### src/rtl/ifq_pkg.sv
// ----------------------------------------------------------------------------
// ifq_pkg
// Shared defaults for the instruction fetch queue: widths of the instruction
// word, the instruction address and the program-order tag, plus the packed
// queue entry layout {addr, inst} at those default widths.
// No ports (package).
// ----------------------------------------------------------------------------
package ifq_pkg;

    localparam int IFQ_DATA_W = 32;
    localparam int IFQ_ADDR_W = 32;
    localparam int IFQ_PID_W  = 2;

    // Address sits in the upper bits, instruction word in the lower bits.
    typedef struct packed {
        logic [IFQ_ADDR_W-1:0] addr;
        logic [IFQ_DATA_W-1:0] inst;
    } ifq_entry_t;

endpackage : ifq_pkg

### src/rtl/sync_fifo.sv
// ----------------------------------------------------------------------------
// sync_fifo
// Generic single-clock FIFO with first-word-fall-through read port. Storage is
// a register array indexed by the low bits of one-bit-wider pointers; the extra
// pointer MSB distinguishes full from empty. A written word becomes visible on
// rd_data_o one cycle after the write (no same-cycle bypass).
//
// Ports
//   clk        in   clock, rising edge
//   reset      in   asynchronous, active-high; clears pointers
//   flush_i    in   clears pointers next cycle; write/read in that cycle dropped
//   wr_en_i    in   write wr_data_i at tail (ignored when full)
//   wr_data_i  in   WIDTH-bit write data
//   rd_en_i    in   advance head (ignored when empty)
//   rd_data_o  out  WIDTH-bit head data (undefined when empty)
//   count_o    out  occupied entries
//   empty_o    out  no entries
//   full_o     out  DEPTH entries
// ----------------------------------------------------------------------------
module sync_fifo #(
    parameter int WIDTH = 64,
    parameter int DEPTH = 4
) (
    input  logic                         clk,
    input  logic                         reset,
    input  logic                         flush_i,
    input  logic                         wr_en_i,
    input  logic [WIDTH-1:0]             wr_data_i,
    input  logic                         rd_en_i,
    output logic [WIDTH-1:0]             rd_data_o,
    output logic [$clog2(DEPTH+1)-1:0]   count_o,
    output logic                         empty_o,
    output logic                         full_o
);

    localparam int IDX_W = $clog2(DEPTH);
    localparam int PTR_W = IDX_W + 1;
    localparam int CNT_W = $clog2(DEPTH + 1);

    logic [PTR_W-1:0] wptr_q, wptr_d;
    logic [PTR_W-1:0] rptr_q, rptr_d;
    logic [PTR_W-1:0] fill;
    logic             do_wr;
    logic             do_rd;
    logic [WIDTH-1:0] mem_q [DEPTH];

    assign empty_o = (wptr_q == rptr_q);
    assign full_o  = (wptr_q[PTR_W-1] != rptr_q[PTR_W-1]) &&
                     (wptr_q[IDX_W-1:0] == rptr_q[IDX_W-1:0]);

    assign do_wr = wr_en_i && !full_o  && !flush_i;
    assign do_rd = rd_en_i && !empty_o && !flush_i;

    // Pointers wrap modulo 2*DEPTH, so the difference is the occupancy.
    assign fill    = wptr_q - rptr_q;
    assign count_o = CNT_W'(fill);

    assign rd_data_o = mem_q[rptr_q[IDX_W-1:0]];

    // NOTE: every signal written here gets a default first so no path leaves
    // it unassigned; that is what keeps always_comb from inferring a latch.
    always_comb begin
        wptr_d = wptr_q;
        rptr_d = rptr_q;
        if (flush_i) begin
            wptr_d = '0;
            rptr_d = '0;
        end else begin
            if (do_wr) wptr_d = wptr_q + PTR_W'(1);
            if (do_rd) rptr_d = rptr_q + PTR_W'(1);
        end
    end

    // NOTE: state registers use non-blocking assignments so all flops sample
    // their _d values from the same pre-edge snapshot, independent of order.
    always_ff @(posedge clk or posedge reset) begin
        if (reset) begin
            wptr_q <= '0;
            rptr_q <= '0;
        end else begin
            wptr_q <= wptr_d;
            rptr_q <= rptr_d;
        end
    end

    // NOTE: the storage array is deliberately left out of reset; an entry is
    // only ever read after it has been written, and the pointers alone define
    // which entries are live.
    always_ff @(posedge clk) begin
        if (do_wr) begin
            mem_q[wptr_q[IDX_W-1:0]] <= wr_data_i;
        end
    end

endmodule : sync_fifo

### src/rtl/inst_fetch_queue.sv
// ----------------------------------------------------------------------------
// inst_fetch_queue
// Per-way instruction fetch queue between fetch and decode. Holds fetched
// {addr, inst} pairs in a sync_fifo and tags each popped head with a
// program-order id that starts at WAY_ID and steps by NUM_WAYS per pop, so
// interleaved ways reconstruct global order. SKID entries are kept free for
// fetches already in flight when in_ready_o drops.
//
// Ports
//   clk          in   clock, rising edge
//   reset        in   asynchronous, active-high
//   flush_i      in   redirect: discard queued and incoming entries
//   in_valid_i   in   fetched instruction present
//   in_ready_o   out  queue can accept (count_o < DEPTH - SKID)
//   in_inst_i    in   fetched instruction word
//   in_addr_i    in   fetched instruction address
//   out_valid_o  out  head entry valid
//   out_ready_i  in   decode accepts head
//   out_inst_o   out  head instruction
//   out_addr_o   out  head address
//   out_pid_o    out  program-order tag of head
//   count_o      out  occupied entries
// ----------------------------------------------------------------------------
module inst_fetch_queue
    import ifq_pkg::*;
#(
    parameter int DATA_W   = IFQ_DATA_W,
    parameter int ADDR_W   = IFQ_ADDR_W,
    parameter int DEPTH    = 4,
    parameter int SKID     = 1,
    parameter int NUM_WAYS = 2,
    parameter int WAY_ID   = 0,
    parameter int PID_W    = IFQ_PID_W
) (
    input  logic                         clk,
    input  logic                         reset,
    input  logic                         flush_i,
    input  logic                         in_valid_i,
    output logic                         in_ready_o,
    input  logic [DATA_W-1:0]            in_inst_i,
    input  logic [ADDR_W-1:0]            in_addr_i,
    output logic                         out_valid_o,
    input  logic                         out_ready_i,
    output logic [DATA_W-1:0]            out_inst_o,
    output logic [ADDR_W-1:0]            out_addr_o,
    output logic [PID_W-1:0]             out_pid_o,
    output logic [$clog2(DEPTH+1)-1:0]   count_o
);

    localparam int CNT_W   = $clog2(DEPTH + 1);
    localparam int ENTRY_W = ADDR_W + DATA_W;

    localparam logic [CNT_W-1:0] READY_LIMIT = CNT_W'(DEPTH - SKID);
    localparam logic [PID_W-1:0] PID_START   = PID_W'(WAY_ID);
    localparam logic [PID_W-1:0] PID_STEP    = PID_W'(NUM_WAYS);

    // Same layout as ifq_entry_t, sized by this instance's parameters.
    typedef struct packed {
        logic [ADDR_W-1:0] addr;
        logic [DATA_W-1:0] inst;
    } entry_t;

    entry_t           wr_entry;
    entry_t           rd_entry;
    logic [CNT_W-1:0] fifo_count;
    logic             fifo_empty;
    logic             fifo_full;
    logic             push;
    logic             pop;
    logic [PID_W-1:0] pid_q, pid_d;

    // Ready looks only at registered occupancy, never at out_ready_i, so a pop
    // in the same cycle does not open a combinational path from decode to fetch.
    assign in_ready_o  = (fifo_count < READY_LIMIT);
    assign out_valid_o = !fifo_empty;

    assign push = in_valid_i  && in_ready_o  && !flush_i;
    assign pop  = out_valid_o && out_ready_i && !flush_i;

    assign wr_entry.addr = in_addr_i;
    assign wr_entry.inst = in_inst_i;

    sync_fifo #(
        .WIDTH (ENTRY_W),
        .DEPTH (DEPTH)
    ) u_fifo (
        .clk       (clk),
        .reset     (reset),
        .flush_i   (flush_i),
        .wr_en_i   (push),
        .wr_data_i (wr_entry),
        .rd_en_i   (pop),
        .rd_data_o (rd_entry),
        .count_o   (fifo_count),
        .empty_o   (fifo_empty),
        .full_o    (fifo_full)
    );

    assign out_inst_o = rd_entry.inst;
    assign out_addr_o = rd_entry.addr;
    assign count_o    = fifo_count;
    assign out_pid_o  = pid_q;

    // Tag wraps naturally modulo 2^PID_W.
    always_comb begin
        pid_d = pid_q;
        if (flush_i) begin
            pid_d = PID_START;
        end else if (pop) begin
            pid_d = pid_q + PID_STEP;
        end
    end

    always_ff @(posedge clk or posedge reset) begin
        if (reset) begin
            pid_q <= PID_START;
        end else begin
            pid_q <= pid_d;
        end
    end

    // Admission is gated by in_ready_o, which is always stricter than full.
    logic unused_full;
    assign unused_full = fifo_full;

endmodule : inst_fetch_queue

### config.mk
export PLATFORM = sky130hd
export DESIGN_NAME = inst_fetch_queue
export DESIGN_NICKNAME = d
export VERILOG_FILES = /design/src/rtl/ifq_pkg.sv /design/src/rtl/sync_fifo.sv /design/src/rtl/inst_fetch_queue.sv
export SDC_FILE = /design/constraint.sdc
export NUM_CORES = 1
export LEC_CHECK = 0
export ABC_AREA = 1
export CELL_PAD_IN_SITES_DETAIL_PLACEMENT = 0
export CELL_PAD_IN_SITES_GLOBAL_PLACEMENT = 2
export CORE_MARGIN = 5
export CORE_UTILIZATION = 41
export DETAILED_ROUTE_END_ITERATION = 10
export GPL_ROUTABILITY_DRIVEN = 0
export GPL_TIMING_DRIVEN = 0
export PLACE_DENSITY_LB_ADDON = 0.1
export REMOVE_ABC_BUFFERS = 1
export SETUP_SLACK_MARGIN = 0.15
export SLEW_MARGIN = 20
export SYNTH_ARGS = -nofsm -noshare
export SYNTH_HDL_FRONTEND = slang
export SYNTH_SLANG_ARGS = --single-unit
### constraint.sdc
create_clock -name clk -period 11.5 [get_ports clk]
set_input_delay 1.725 -clock clk [delete_from_list [all_inputs] [get_ports clk]]
set_output_delay 1.725 -clock clk [all_outputs]
set_load 0.01 [all_outputs]
## Word level (Yosys, flattened, before mapping)

Memories as Yosys holds them, arrays and structs flattened.
Index checks and enable logic that the tools add are counted.
Widths: inputs -> output; s select.

- Add/sub/neg operators: 4
- Reductions and logical operators: 15
- Equal/unequal tests: 3
- Muxes and demuxes: 8
- Magnitude comparators: 1

Operators with widths:

| cell | count |
|---|---|
| $mux 3 | 4 |
| $logic_and 1x1->1 | 9 |
| $add 3x1->3 const B | 2 |
| $reduce_bool 2->1 | 3 |
| $mux 2 | 2 |
| $eq 3x3->1 | 1 |
| $logic_not 1->1 | 3 |
| $lt 3x2->1 const B | 1 |
| $sub 3x3->3 | 1 |
| $add 2x2->2 const B | 1 |
| $eq 2x2->1 | 1 |
| $mux 1 | 2 |
| $ne 1x1->1 | 1 |

- Logic and storage cells: 35
- Bits in registers: 8
- Output and inout port bits: 71
- Memories: 1
- RAM bits: 256
- Input port bits: 69

Memory list:

| name | depth | width | rd ports | clocked after Yosys merged registers in | write ports | line | RTL |
|---|---|---|---|---|---|---|---|
| u_fifo.mem_q | 4 | 64 | 1 | 0 | 1 | sync_fifo.sv:45 | `logic [WIDTH-1:0] mem_q [DEPTH];` |

## Depth between registers and ports, before layout

Gate-level depths: netlist of run 1.

- Depth after elaboration: 8
- Gate-level depth with buffers: 11
- Gate-level depth less buffers: 11

## By module

Synthesis of run 1 repeated with hierarchy kept, for this count alone.

- Cells, all modules: 709
- Area total of the unflattened synthesis: 10097.2 um2

Modules (own cells, without submodules):

| module | area an instance (um2) | seq. area each (um2) | times used | cells each |
|---|---|---|---|---|
| sync_fifo | 9998.3 | 7837.5 | 1 | 691 |
| inst_fetch_queue | 98.8 | 25.0 | 1 | 18 |

## Worst setup path before layout of run 1

OpenSTA, ideal clock, no wires.

- Path kind: input -> register
- Start point: in flush_i
- End point: mem u_fifo.mem_q[0][0], enable pin
- Library setup time: 435 ps
- Stages: 5
- Slack: 7213 ps
- Buffers on the path: 0
- Data required time: 11065 ps
- Arrival: 3852 ps
- Cell sequence: inv_2 -> nand2_1 -> a21oi_4 -> nand2_4 -> nor2_2

- Longest elaborated chain between the ends: 6

Ends and longest elaborated chain:

| what | line | RTL |
|---|---|---|
| start, declared | inst_fetch_queue.sv:37 | `input logic flush_i,` |
| $logic_not 1->1 (*) | sync_fifo.sv:51, inst_fetch_queue.sv:77 |  |
| $logic_and 1x1->1 | inst_fetch_queue.sv:77 | `assign push = in_valid_i && in_ready_o && !flush_i;` |
| $logic_and 1x1->1 | sync_fifo.sv:51 | `assign do_wr = wr_en_i && !full_o && !flush_i;` |
| $logic_and 1x1->1 (*) | sync_fifo.sv:51 |  |
| $mux 1 (*) | sync_fifo.sv:90 | `if (do_wr) begin` |
| $mux 1 (implied by the code) (*) | sync_fifo.sv:91 | `mem_q[wptr_q[IDX_W-1:0]] <= wr_data_i;` |
| end, declared | sync_fifo.sv:45 |  |

Every way passes the cells marked *; elsewhere a longest branch is shown, timed or not.

## Worst setup path after layout of run 1

- Start point: reg u_fifo.rptr_q[1]
- End point: out in_ready_o

- Longest elaborated chain between the ends: 2

Ends and longest elaborated chain:

| what | line | RTL |
|---|---|---|
| start, declared | sync_fifo.sv:41 | `logic [PTR_W-1:0] rptr_q, rptr_d;` |
| start signal, assigned | sync_fifo.sv:82 | `rptr_q <= rptr_d;` |
| $sub 3x3->3 | sync_fifo.sv:55 | `assign fill = wptr_q - rptr_q;` |
| $lt 3x2->1 | inst_fetch_queue.sv:74 | `assign in_ready_o = (fifo_count < READY_LIMIT);` |
| end, declared | inst_fetch_queue.sv:39 | `output logic in_ready_o,` |

No other way between the ends.

==> qor.json, run 1 <==
{
  "outcome": "complete, no violations",
  "worst_setup_path_start_kind": "flop",
  "required_ns": 9.78,
  "worstMarginPinSlew_ns": 0.7872,
  "cts_resized": 0,
  "syn_std_cell_area_mm2": 0.01003,
  "syn2layout_area_growth_pct": 29.65,
  "clock_tree.root_cell": "sky130_fd_sc_hd__clkbuf_16",
  "crit_fanout": 36,
  "postLayoutCoreUtil_pct": 53.76,
  "cts_hold_buffers": 0,
  "fin_worst_hold_slack_ns": 0.5499,
  "dp_hpwl_um": 13870,
  "synth-warning-count": 0,
  "cts_inserted_buffers": 27,
  "minimum_period_implied_by_the_final_worst_setup_slack_ns": 5.106,
  "worst_slack_ns": 6.394,
  "powerDensity_mw_per_mm2": 260.5,
  "floorplan.die.height_um": 166.4,
  "final_hold_viol_count": 0,
  "drt_first_pass_iters": 4,
  "maxSlewViolCount": 0,
  "leakagePower_nw": 4.326,
  "number_of_clock_sinks": 263,
  "design.core.area_mm2": 0.02418,
  "antenna_found_initial": 2,
  "placement_rows": 57,
  "initial_cell_density_of_the_core_pct": 41.47,
  "postSynthAreaPerCell_um2": 14.49,
  "clkSlewWorstSetupHoldPaths_ns": 0.06,
  "vias": 6117,
  "cp-end-kind": "output pin",
  "synth-seq-cells": 263,
  "clock_skew_ns": 0.009855,
  "clock_tree.buffer_depth": 3,
  "timing.final.crit_share_pct": 44.40,
  "global_route.usage.total_pct": 16.11,
  "routed_wirelength_um": 23070,
  "synth_cells": 692,
  "grt_max_degree": 81,
  "worst_ir_drop_vdd_mv": 0.2208,
  "cp.arrival_ns": 3.38,
  "max_freq_mhz": 195.8,
  "relative_slew_margins_pct": 47.52,
  "rr_startpoint": "u_fifo.rptr_q[1]",
  "drive_above_1_share_pct": 9.016,
  "worstSkewPairLatency_ns": 0.52,
  "final_antenna_violating_net_count": 0,
  "globalRoute.totalOverflow": 0,
  "number_of_global_route_vias_before_repair": 6315,
  "finalSetupViolCount": 0,
  "clock_tree_from_tritoncts": "yes",
  "floorplan.die_area_mm2": 0.02768,
  "drt_first_iter_violations": 402,
  "numPortBuffers": 138,
  "floorplan.die.width_um": 166.4,
  "hold_class": "reg -> reg",
  "worst_setup_path_startpoint": "u_fifo.rptr_q[1]",
  "grt_setup_unrepaired": "no",
  "path_class": "reg -> out",
  "route.detailed.drc": 0,
  "htreeDepth": 1,
  "post-place-ws_ns": 6.864,
  "vias_per_cell": 5.188,
  "io_pins": 140,
  "routed_wire_length_per_instance_um": 19.57,
  "worst_hold_startpoint": "out_pid_o[1]",
  "post-cts-setup-buffers": 0,
  "synth_seq_area_share_pct": 78.42,
  "num-nets-final": 912,
  "wire_length_of_the_first_global_routing_pass_um": 35330,
  "max-cap-violations": 0,
  "ys_types": 25,
  "tns_ns": 0
}
-- worst max-delay path, stage by stage (launching register included) --
cell	delay [ns]
sky130_fd_sc_hd__dfrtp_4	0.65
sky130_fd_sc_hd__buf_12	0.25
sky130_fd_sc_hd__inv_4	0.34
sky130_fd_sc_hd__buf_12	0.28
sky130_fd_sc_hd__fa_1	0.44
sky130_fd_sc_hd__inv_1	0.07
sky130_fd_sc_hd__nor2_1	0.06
sky130_fd_sc_hd__nor2_4	0.18
sky130_fd_sc_hd__clkdlybuf4s50_1	0.56
-- state kept, by name (all words and copies together) (netlist names) --
| register | count |
|---|---|
| u_fifo.wptr_q | 3 |
| u_fifo.mem_q | 256 |
| out_pid_o | 1 |
| u_fifo.rptr_q | 3 |
-- power by group --
part | internal (mW) | switching (mW)
combinational | 0.602 | 0.681
sequential | 1.16 | 0.0827
clock | 0.520 | 0.338
-- metrics by stage --
stage | instances | cell area (µm²) | power, mW
finish | 1179 | 13000 | 3.387
global route | 1179 | 13000 | 3.585
global placement | 1111 | 11590 | 2.485
floorplan | 649 | 9806 | 1.818
detailed placement | 1130 | 12130 | 2.571
CTS | 1178 | 13000 | 3.438
-- cells in the mapped netlist --
cell / instances / area share [%]
sky130_fd_sc_hd__edfxtp_1: 256 / 77
sky130_fd_sc_hd__nor2_1: 130 / 4.9
sky130_fd_sc_hd__o21ai_0: 94 / 4.7
sky130_fd_sc_hd__o22ai_1: 64 / 4.0
sky130_fd_sc_hd__o21ai_1: 37 / 1.8
sky130_fd_sc_hd__clkbuf_1: 24 / 0.90
sky130_fd_sc_hd__buf_4: 14 / 1.0
sky130_fd_sc_hd__inv_1: 13 / 0.49
sky130_fd_sc_hd__nand3_1: 9 / 0.45
sky130_fd_sc_hd__nand2_1: 8 / 0.30
sky130_fd_sc_hd__dfrtp_1: 7 / 1.7
sky130_fd_sc_hd__ha_1: 7 / 0.87
sky130_fd_sc_hd__buf_2: 5 / 0.25
sky130_fd_sc_hd__nand2_2: 5 / 0.31
sky130_fd_sc_hd__nor2_2: 4 / 0.25
sky130_fd_sc_hd__inv_2: 3 / 0.11
sky130_fd_sc_hd__xor2_1: 3 / 0.26
sky130_fd_sc_hd__nand3_2: 2 / 0.20
sky130_fd_sc_hd__a21oi_4: 1 / 0.16
sky130_fd_sc_hd__clkinv_2: 1 / 0.050
sky130_fd_sc_hd__conb_1: 1 / 0.037
sky130_fd_sc_hd__fa_1: 1 / 0.20
sky130_fd_sc_hd__nand2_4: 1 / 0.11
sky130_fd_sc_hd__nand4_1: 1 / 0.062
sky130_fd_sc_hd__nor2_4: 1 / 0.11
-- path summary, 6_finish.rpt --
path / endpoint / slack, ns / cells past startpoint
worst min-delay path: out_pid_o[1] / 0.55 / 2
worst max-delay path: in_ready_o / 6.39 / 8
worst min register to register: out_pid_o[1] / 0.55 / 2
worst max register to register: u_fifo.mem_q[0][6] / 7.63 / 12
min in group asynchronous: u_fifo.rptr_q[0] / 1.44 / 2
max in group asynchronous: u_fifo.rptr_q[1] / 9.81 / 2
-- final cells by class --
class                      count  area [µm²]
tap                          324       405.4
fill                        1954       11180
sequential                   263        7870
antenna                        1       2.502
clock inverter                13       162.7
timing repair buffer         157        1882
clock buffer                  35       705.7
multi-input combinational    369        1898
inverter                      17       72.57
-- per-layer routing --
| layer | up-vias | global-route usage (%) | wire length [µm] |
|---|---|---|---|
| met2 | 139 | 28.29 | 11630 |
| met1 | 3054 | 20.21 | 9622 |
| met5 | - | 0 | 7 |
| met4 | 2 | 3.949 | 554 |
| li1 | 2884 | - | - |
| met3 | 38 | 3.904 | 1259 |
-- cells by family after synthesis --
kind of cell	share of synthesized area [%]
compound gates	10.70
xor+xnor	0.2621
fa+ha+maj	1.073
buf+inv	2.845
flops	78.42
other cells	0.03740
simple gates	6.664
-- placed cells by master (no fill, tap or decap), types with 2 or more instances in the layout --
cell type | netlist | final
sky130_fd_sc_hd__dfrtp_1 | 7 | 5
sky130_fd_sc_hd__edfxtp_1 | 256 | 256
sky130_fd_sc_hd__clkinv_1 | 0 | 2
sky130_fd_sc_hd__inv_1 | 13 | 13
sky130_fd_sc_hd__bufinv_16 | 0 | 4
sky130_fd_sc_hd__nor2_1 | 130 | 130
sky130_fd_sc_hd__nand3_2 | 2 | 2
sky130_fd_sc_hd__clkbuf_16 | 0 | 27
sky130_fd_sc_hd__clkinv_2 | 1 | 8
sky130_fd_sc_hd__nand2_1 | 8 | 8
sky130_fd_sc_hd__clkdlybuf4s50_1 | 0 | 138
sky130_fd_sc_hd__buf_16 | 0 | 16
sky130_fd_sc_hd__ha_1 | 7 | 7
sky130_fd_sc_hd__nand3_1 | 9 | 9
sky130_fd_sc_hd__o22ai_1 | 64 | 64
sky130_fd_sc_hd__nor2_4 | 1 | 5
sky130_fd_sc_hd__nand2_2 | 5 | 5
sky130_fd_sc_hd__buf_12 | 0 | 3
sky130_fd_sc_hd__dfrtp_4 | 0 | 2
sky130_fd_sc_hd__clkbuf_1 | 24 | 8
sky130_fd_sc_hd__o21ai_0 | 94 | 94
sky130_fd_sc_hd__o21ai_1 | 37 | 37
sky130_fd_sc_hd__xor2_1 | 3 | 3
Power figures use the tool's default switching activity.
==> run 2, diff against run 1 <==
--- a/config.mk
+++ b/config.mk
@@ -9,7 +9,7 @@
 export CELL_PAD_IN_SITES_DETAIL_PLACEMENT = 0
 export CELL_PAD_IN_SITES_GLOBAL_PLACEMENT = 2
 export CORE_MARGIN = 5
-export CORE_UTILIZATION = 41
+export CORE_UTILIZATION = 35
 export DETAILED_ROUTE_END_ITERATION = 10
 export GPL_ROUTABILITY_DRIVEN = 0
 export GPL_TIMING_DRIVEN = 0
==> constraint.sdc (replaced) <==
create_clock -name clk -period 4.6 [get_ports clk]
set_input_delay 0.69 -clock clk [delete_from_list [all_inputs] [get_ports clk]]
set_output_delay 0.69 -clock clk [all_outputs]
set_load 0.01 [all_outputs]
==> qor.json, run 2 (synthesized netlist as in run 1, its figures left out) <==
{
  "clock_tree.buffer_depth": 3,
  "routed_wirelength_um": 23780,
  "largest_register_ffs": 256,
  "max_freq_mhz": 246.2,
  "grt_setup_unrepaired": "no",
  "cp_cell_sequence": "buf_16 -> inv_6 -> buf_16 -> o21ai_0 -> o22ai_1 -> clkdlybuf4s50_1",
  "cts_hold_buffers": 0,
  "crit_path_frequent_cell": "sky130_fd_sc_hd__buf_16",
  "post-place-ws_ns": 0.8405,
  "critPathTopFamily": "buffers and inverters",
  "worst_r2r_path_depth": 11,
  "minimum_period_implied_by_the_final_worst_setup_slack_ns": 4.061,
  "htreeDepth": 1,
  "outcome": "complete, no violations",
  "floorplan.die.width_um": 179.3,
  "final_area_mm2": 0.01309,
  "maxSlewViolCount": 0,
  "globalRoute.totalOverflow": 0,
  "slowest_stage": "sky130_fd_sc_hd__dfrtp_4",
  "worst_slack_ns": 0.5391,
  "dp_hpwl_um": 14510,
  "placement.cell_area_mm2": 0.01220,
  "cp-end-kind": "output pin",
  "initial_cell_density_of_the_core_pct": 35.22,
  "worst_ir_drop_vdd_mv": 0.3764,
  "layout_common_cells": "sky130_fd_sc_hd__edfxtp_1 (256), sky130_fd_sc_hd__clkdlybuf4s50_1 (138), sky130_fd_sc_hd__nor2_1 (130)",
  "cts_inserted_buffers": 29,
  "routed_wire_length_per_instance_um": 19.13,
  "max-cap-violations": 0,
  "wire_length_of_the_first_global_routing_pass_um": 35820,
  "crit_path_max_incr_delay_ns": 0.77,
  "clock_tree_from_tritoncts": "yes",
  "path_class": "reg -> out",
  "relative_slew_margins_pct": 45.45,
  "worstSkewPairLatency_ns": 0.54,
  "finalSetupViolCount": 0,
  "floorplan.die_area_mm2": 0.03213,
  "antenna_found_initial": 0,
  "worst_setup_path_startpoint": "u_fifo.rptr_q[0]",
  "postLayoutCoreUtil_pct": 45.97,
  "io_pins": 140,
  "vias_per_cell": 4.903,
  "worstMarginPinSlew_ns": 0.8182,
  "clkSlewWorstSetupHoldPaths_ns": 0.06,
  "drt_first_pass_iters": 4,
  "syn2layout_area_growth_pct": 30.54,
  "post-cts-setup-buffers": 0,
  "num-nets-final": 914,
  "cts_resized": 0,
  "tns_ns": 0,
  "powerDensity_mw_per_mm2": 645.5,
  "report.power.total_mw": 8.448,
  "cp.arrival_ns": 3.37,
  "leakagePower_nw": 4.336,
  "floorplan.die.height_um": 179.3,
  "clock_tree.root_cell": "sky130_fd_sc_hd__clkbuf_16",
  "antenna_cells": 0,
  "final_common_cell": "sky130_fd_sc_hd__edfxtp_1",
  "final_hold_viol_count": 0,
  "rr_startpoint": "u_fifo.rptr_q[1]",
  "drt_first_iter_violations": 265,
  "vias": 6095,
  "number_of_global_route_vias_before_repair": 6345,
  "numPortBuffers": 138,
  "global_route.usage.total_pct": 14.55,
  "drive_above_1_share_pct": 9.197,
  "grt_max_degree": 85,
  "design.core.area_mm2": 0.02847,
  "number_of_clock_sinks": 263,
  "required_ns": 3.91,
  "timing.final.crit_share_pct": 88.28,
  "terminus_of_the_critical_flop_to_flop_path": "u_fifo.mem_q[1][62]",
  "r2r_setup_slack_ns": 0.95,
  "hold_class": "in -> async",
  "placement_rows": 62,
  "worstPathBufferInverterCount": 4,
  "route.detailed.drc": 0,
  "number_of_fillers_in_the_final_layout": 2518,
  "worst_setup_path_start_kind": "flop",
  "final_antenna_violating_net_count": 0,
  "crit_fanout": 84,
  "clock_skew_ns": 0.01044
}
==> run 2: worst register-to-register path, delay by kind of cell, from the launching register on <==
family	cells	cell delay, ns
fa+ha+maj	1	0.53
buf+inv	6	1.29
flops	1	0.62
simple gates	4	0.91
==> run 2: metrics by stage <==
step | hold WS (ns) | cells
2_1_floorplan | 0.4934 | 649
3_5_place_dp | 0.5544 | 1190
6_report | 0.3843 | 1243
3_3_place_gp | 0.5288 | 1171
4_1_cts | 0.3698 | 1243
5_1_grt | 0.4023 | 1243
==> run 2: final cells by class <==
class | instances | area (µm²) | area share (%)
well taps | 384 | 480.5 | 3.671
inverters | 17 | 72.57 | 0.5545
clock inverters | 16 | 98.84 | 0.7553
flip-flops and latches | 263 | 7870 | 60.13
multi-input cells | 369 | 1898 | 14.50
clock buffers | 37 | 785.8 | 6.004
repair buffers | 157 | 1882 | 14.38
==> run 2: per-layer routing <==
layer  up-vias  share of wire (%)  GRT usage (%)
met1      3036                 43          18.77
met5         -                  0              0
li1       2885                  -              -
met4         0                2.1          3.650
met2       132                 50          25.25
met3        42                5.3          2.931
==> run 2: how the worst max path moves through the flow <==
stage                               end  slack (ns)  cells past startpoint
floorplan            u_fifo.mem_q[0][0]       -0.83                      8
global placement    u_fifo.mem_q[3][28]       -4.57                      7
detailed placement  u_fifo.mem_q[0][36]        0.84                     11
CTS                      out_inst_o[14]        0.46                      6
global route              out_inst_o[0]        0.35                      6
finish                   out_inst_o[14]        0.54                      6
==> run 2: power by group <==
group | switching, mW | internal [mW] | total [mW]
sequential | 0.198 | 2.91 | 3.11
clock | 0.865 | 1.25 | 2.11
combinational | 1.71 | 1.51 | 3.23
==> run 3, diff against run 2 <==
--- a/config.mk
+++ b/config.mk
@@ -10,6 +10,7 @@
 export CELL_PAD_IN_SITES_GLOBAL_PLACEMENT = 2
 export CORE_MARGIN = 5
 export CORE_UTILIZATION = 35
+export CTS_CLUSTER_DIAMETER = 40
 export DETAILED_ROUTE_END_ITERATION = 10
 export GPL_ROUTABILITY_DRIVEN = 0
 export GPL_TIMING_DRIVEN = 0
==> qor.json, run 3 (synthesized netlist as in run 1, its figures left out) <==
{
  "hold_class": "in -> async",
  "crit_path_end": "out_inst_o[14]",
  "cts_hold_buffers": 0,
  "max-cap-violations": 0,
  "required_ns": 3.91,
  "seq_area_mm2": 0.007870,
  "clock_tree_from_tritoncts": "yes",
  "io_pins": 140,
  "layout_common_cells": "sky130_fd_sc_hd__edfxtp_1 (256), sky130_fd_sc_hd__clkdlybuf4s50_1 (138), sky130_fd_sc_hd__nor2_1 (130)",
  "grt_max_degree": 85,
  "initial_cell_density_of_the_core_pct": 35.22,
  "clkSlewWorstSetupHoldPaths_ns": 0.05,
  "design.core.area_mm2": 0.02847,
  "placement_rows": 62,
  "clock_tree.buffer_depth": 3,
  "vias_per_cell": 4.903,
  "drt_first_pass_iters": 4,
  "clock_tree.root_cell": "sky130_fd_sc_hd__clkbuf_16",
  "tns_ns": 0,
  "clock_power_share_pct": 32.1,
  "worst_setup_path_startpoint": "u_fifo.rptr_q[0]",
  "worst_r2r_path_depth": 11,
  "num-nets-final": 925,
  "antenna_cells": 0,
  "worst_setup_path_start_kind": "flop",
  "terminus_of_the_critical_flop_to_flop_path": "u_fifo.mem_q[0][46]",
  "final_cell_count_no_fill": 1263,
  "routed_wirelength_um": 24050,
  "outcome": "complete, no violations",
  "finalSetupViolCount": 0,
  "route.detailed.drc": 0,
  "cts_resized": 0,
  "rr_startpoint": "u_fifo.rptr_q[1]",
  "worstSkewPairLatency_ns": 0.51,
  "final_antenna_violating_net_count": 0,
  "grt_setup_unrepaired": "no",
  "syn2layout_area_growth_pct": 35.12,
  "internal_power_mw": 6.399,
  "post-cts-setup-buffers": 0,
  "worstMarginPinSlew_ns": 0.8194,
  "final_hold_viol_count": 0,
  "timing.final.crit_share_pct": 88.43,
  "cts_inserted_buffers": 40,
  "clock_skew_ns": 0.009268,
  "floorplan.die.height_um": 179.3,
  "crit_fanout": 84,
  "maxSlewViolCount": 0,
  "postLayoutCoreUtil_pct": 47.58,
  "drive_above_1_share_pct": 11.38,
  "multi_input_area_mm2": 0.001898,
  "relative_slew_margins_pct": 45.38,
  "worst_ir_drop_vdd_mv": 0.3792,
  "routed_wire_length_per_instance_um": 19.04,
  "antenna_found_initial": 0,
  "largest_register_ffs": 256,
  "number_of_global_route_vias_before_repair": 6484,
  "floorplan.die_area_mm2": 0.03213,
  "global_route.usage.total_pct": 14.92,
  "sequentialPowerShare_pct": 33.3,
  "drt_first_iter_violations": 296,
  "cp-end-kind": "output pin",
  "cp.arrival_ns": 3.38,
  "number_of_fillers_in_the_final_layout": 2482,
  "htreeDepth": 2,
  "max_freq_mhz": 245.8,
  "r2r_setup_slack_ns": 0.91,
  "share_comb_of_total_power_pct": 34.6,
  "power_switching_share_pct": 31.51,
  "vias": 6193,
  "globalRoute.totalOverflow": 0,
  "place_inst": 1190,
  "floorplan.die.width_um": 179.3,
  "powerDensity_mw_per_mm2": 689.7,
  "number_of_clock_sinks": 263,
  "minimum_period_implied_by_the_final_worst_setup_slack_ns": 4.068,
  "numPortBuffers": 138,
  "final_common_cell": "sky130_fd_sc_hd__edfxtp_1",
  "power_switching_mw": 2.944,
  "wire_length_of_the_first_global_routing_pass_um": 36500,
  "path_class": "reg -> out",
  "dp_hpwl_um": 14510,
  "leakagePower_nw": 4.560
}
[run 3: cell types whose count changed in the layout (fill, tap and decap cells not counted), sizes merged]
cell and delta:
clkinv +3, bufinv +5, inv +2, clkinvlp +1
clkbuf +9
[run 3: area by class of cell]
type / instances / area share (%)
sequential: 263 / 58.10
multi-input combinational: 369 / 14.01
timing repair buffer: 157 / 13.89
clock buffer: 46 / 7.786
tap: 384 / 3.547
clock inverter: 27 / 2.134
inverter: 17 / 0.5357
[run 3: power by group through the flow]
stage / Clock, mW / Combinational [mW] / Sequential (mW)
final: 3.00 / 3.23 / 3.11
after detailed placement: 0 / 3.30 / 3.16
after global routing: 3.17 / 3.53 / 3.14
after floorplan: 0 / 1.40 / 3.15
after global placement: 0 / 2.94 / 3.32
after CTS: 3.07 / 3.32 / 3.12
[run 3: worst min path at each step]
stage	slack [ns]	start	end
2_1_floorplan	0.49	reset	out_pid_o[1]
3_3_place_gp	0.53	out_pid_o[1]	out_pid_o[1]
6_report	0.41	reset	u_fifo.wptr_q[2]
4_1_cts	0.41	reset	u_fifo.wptr_q[2]
5_1_grt	0.43	reset	u_fifo.wptr_q[1]
3_5_place_dp	0.55	out_pid_o[1]	out_pid_o[1]
[run 3: per-layer routing]
metal / global-route usage [%] / vias up / share of wire [%]
met4: 4.380 / 0 / 2.1
met3: 3.627 / 40 / 5.6
li1: - / 2918 / -
met5: 0 / - / 0
met2: 25.47 / 131 / 49
met1: 18.95 / 3104 / 43
[run 3: per-stage QoR]
stage / hold WS [ns] / cell area [µm²] / total power [mW] / worst slack (ns)
after floorplan: 0.4934 / 9806 / 4.545 / -0.8260
after global placement: 0.5288 / 11670 / 6.260 / -4.568
after detailed placement: 0.5544 / 12200 / 6.463 / 0.8405
after CTS: 0.4055 / 13550 / 9.503 / 0.4945
after global routing: 0.4302 / 13550 / 9.848 / 0.3507
final: 0.4085 / 13550 / 9.343 / 0.5324
[run 3: critical path, cell delays in order, from the launching register on]
cell and delay [ns]:
sky130_fd_sc_hd__dfrtp_4 0.77, sky130_fd_sc_hd__buf_16 0.34, sky130_fd_sc_hd__inv_6 0.34, sky130_fd_sc_hd__buf_16 0.37
sky130_fd_sc_hd__o21ai_0 0.14, sky130_fd_sc_hd__o22ai_1 0.25, sky130_fd_sc_hd__clkdlybuf4s50_1 0.60
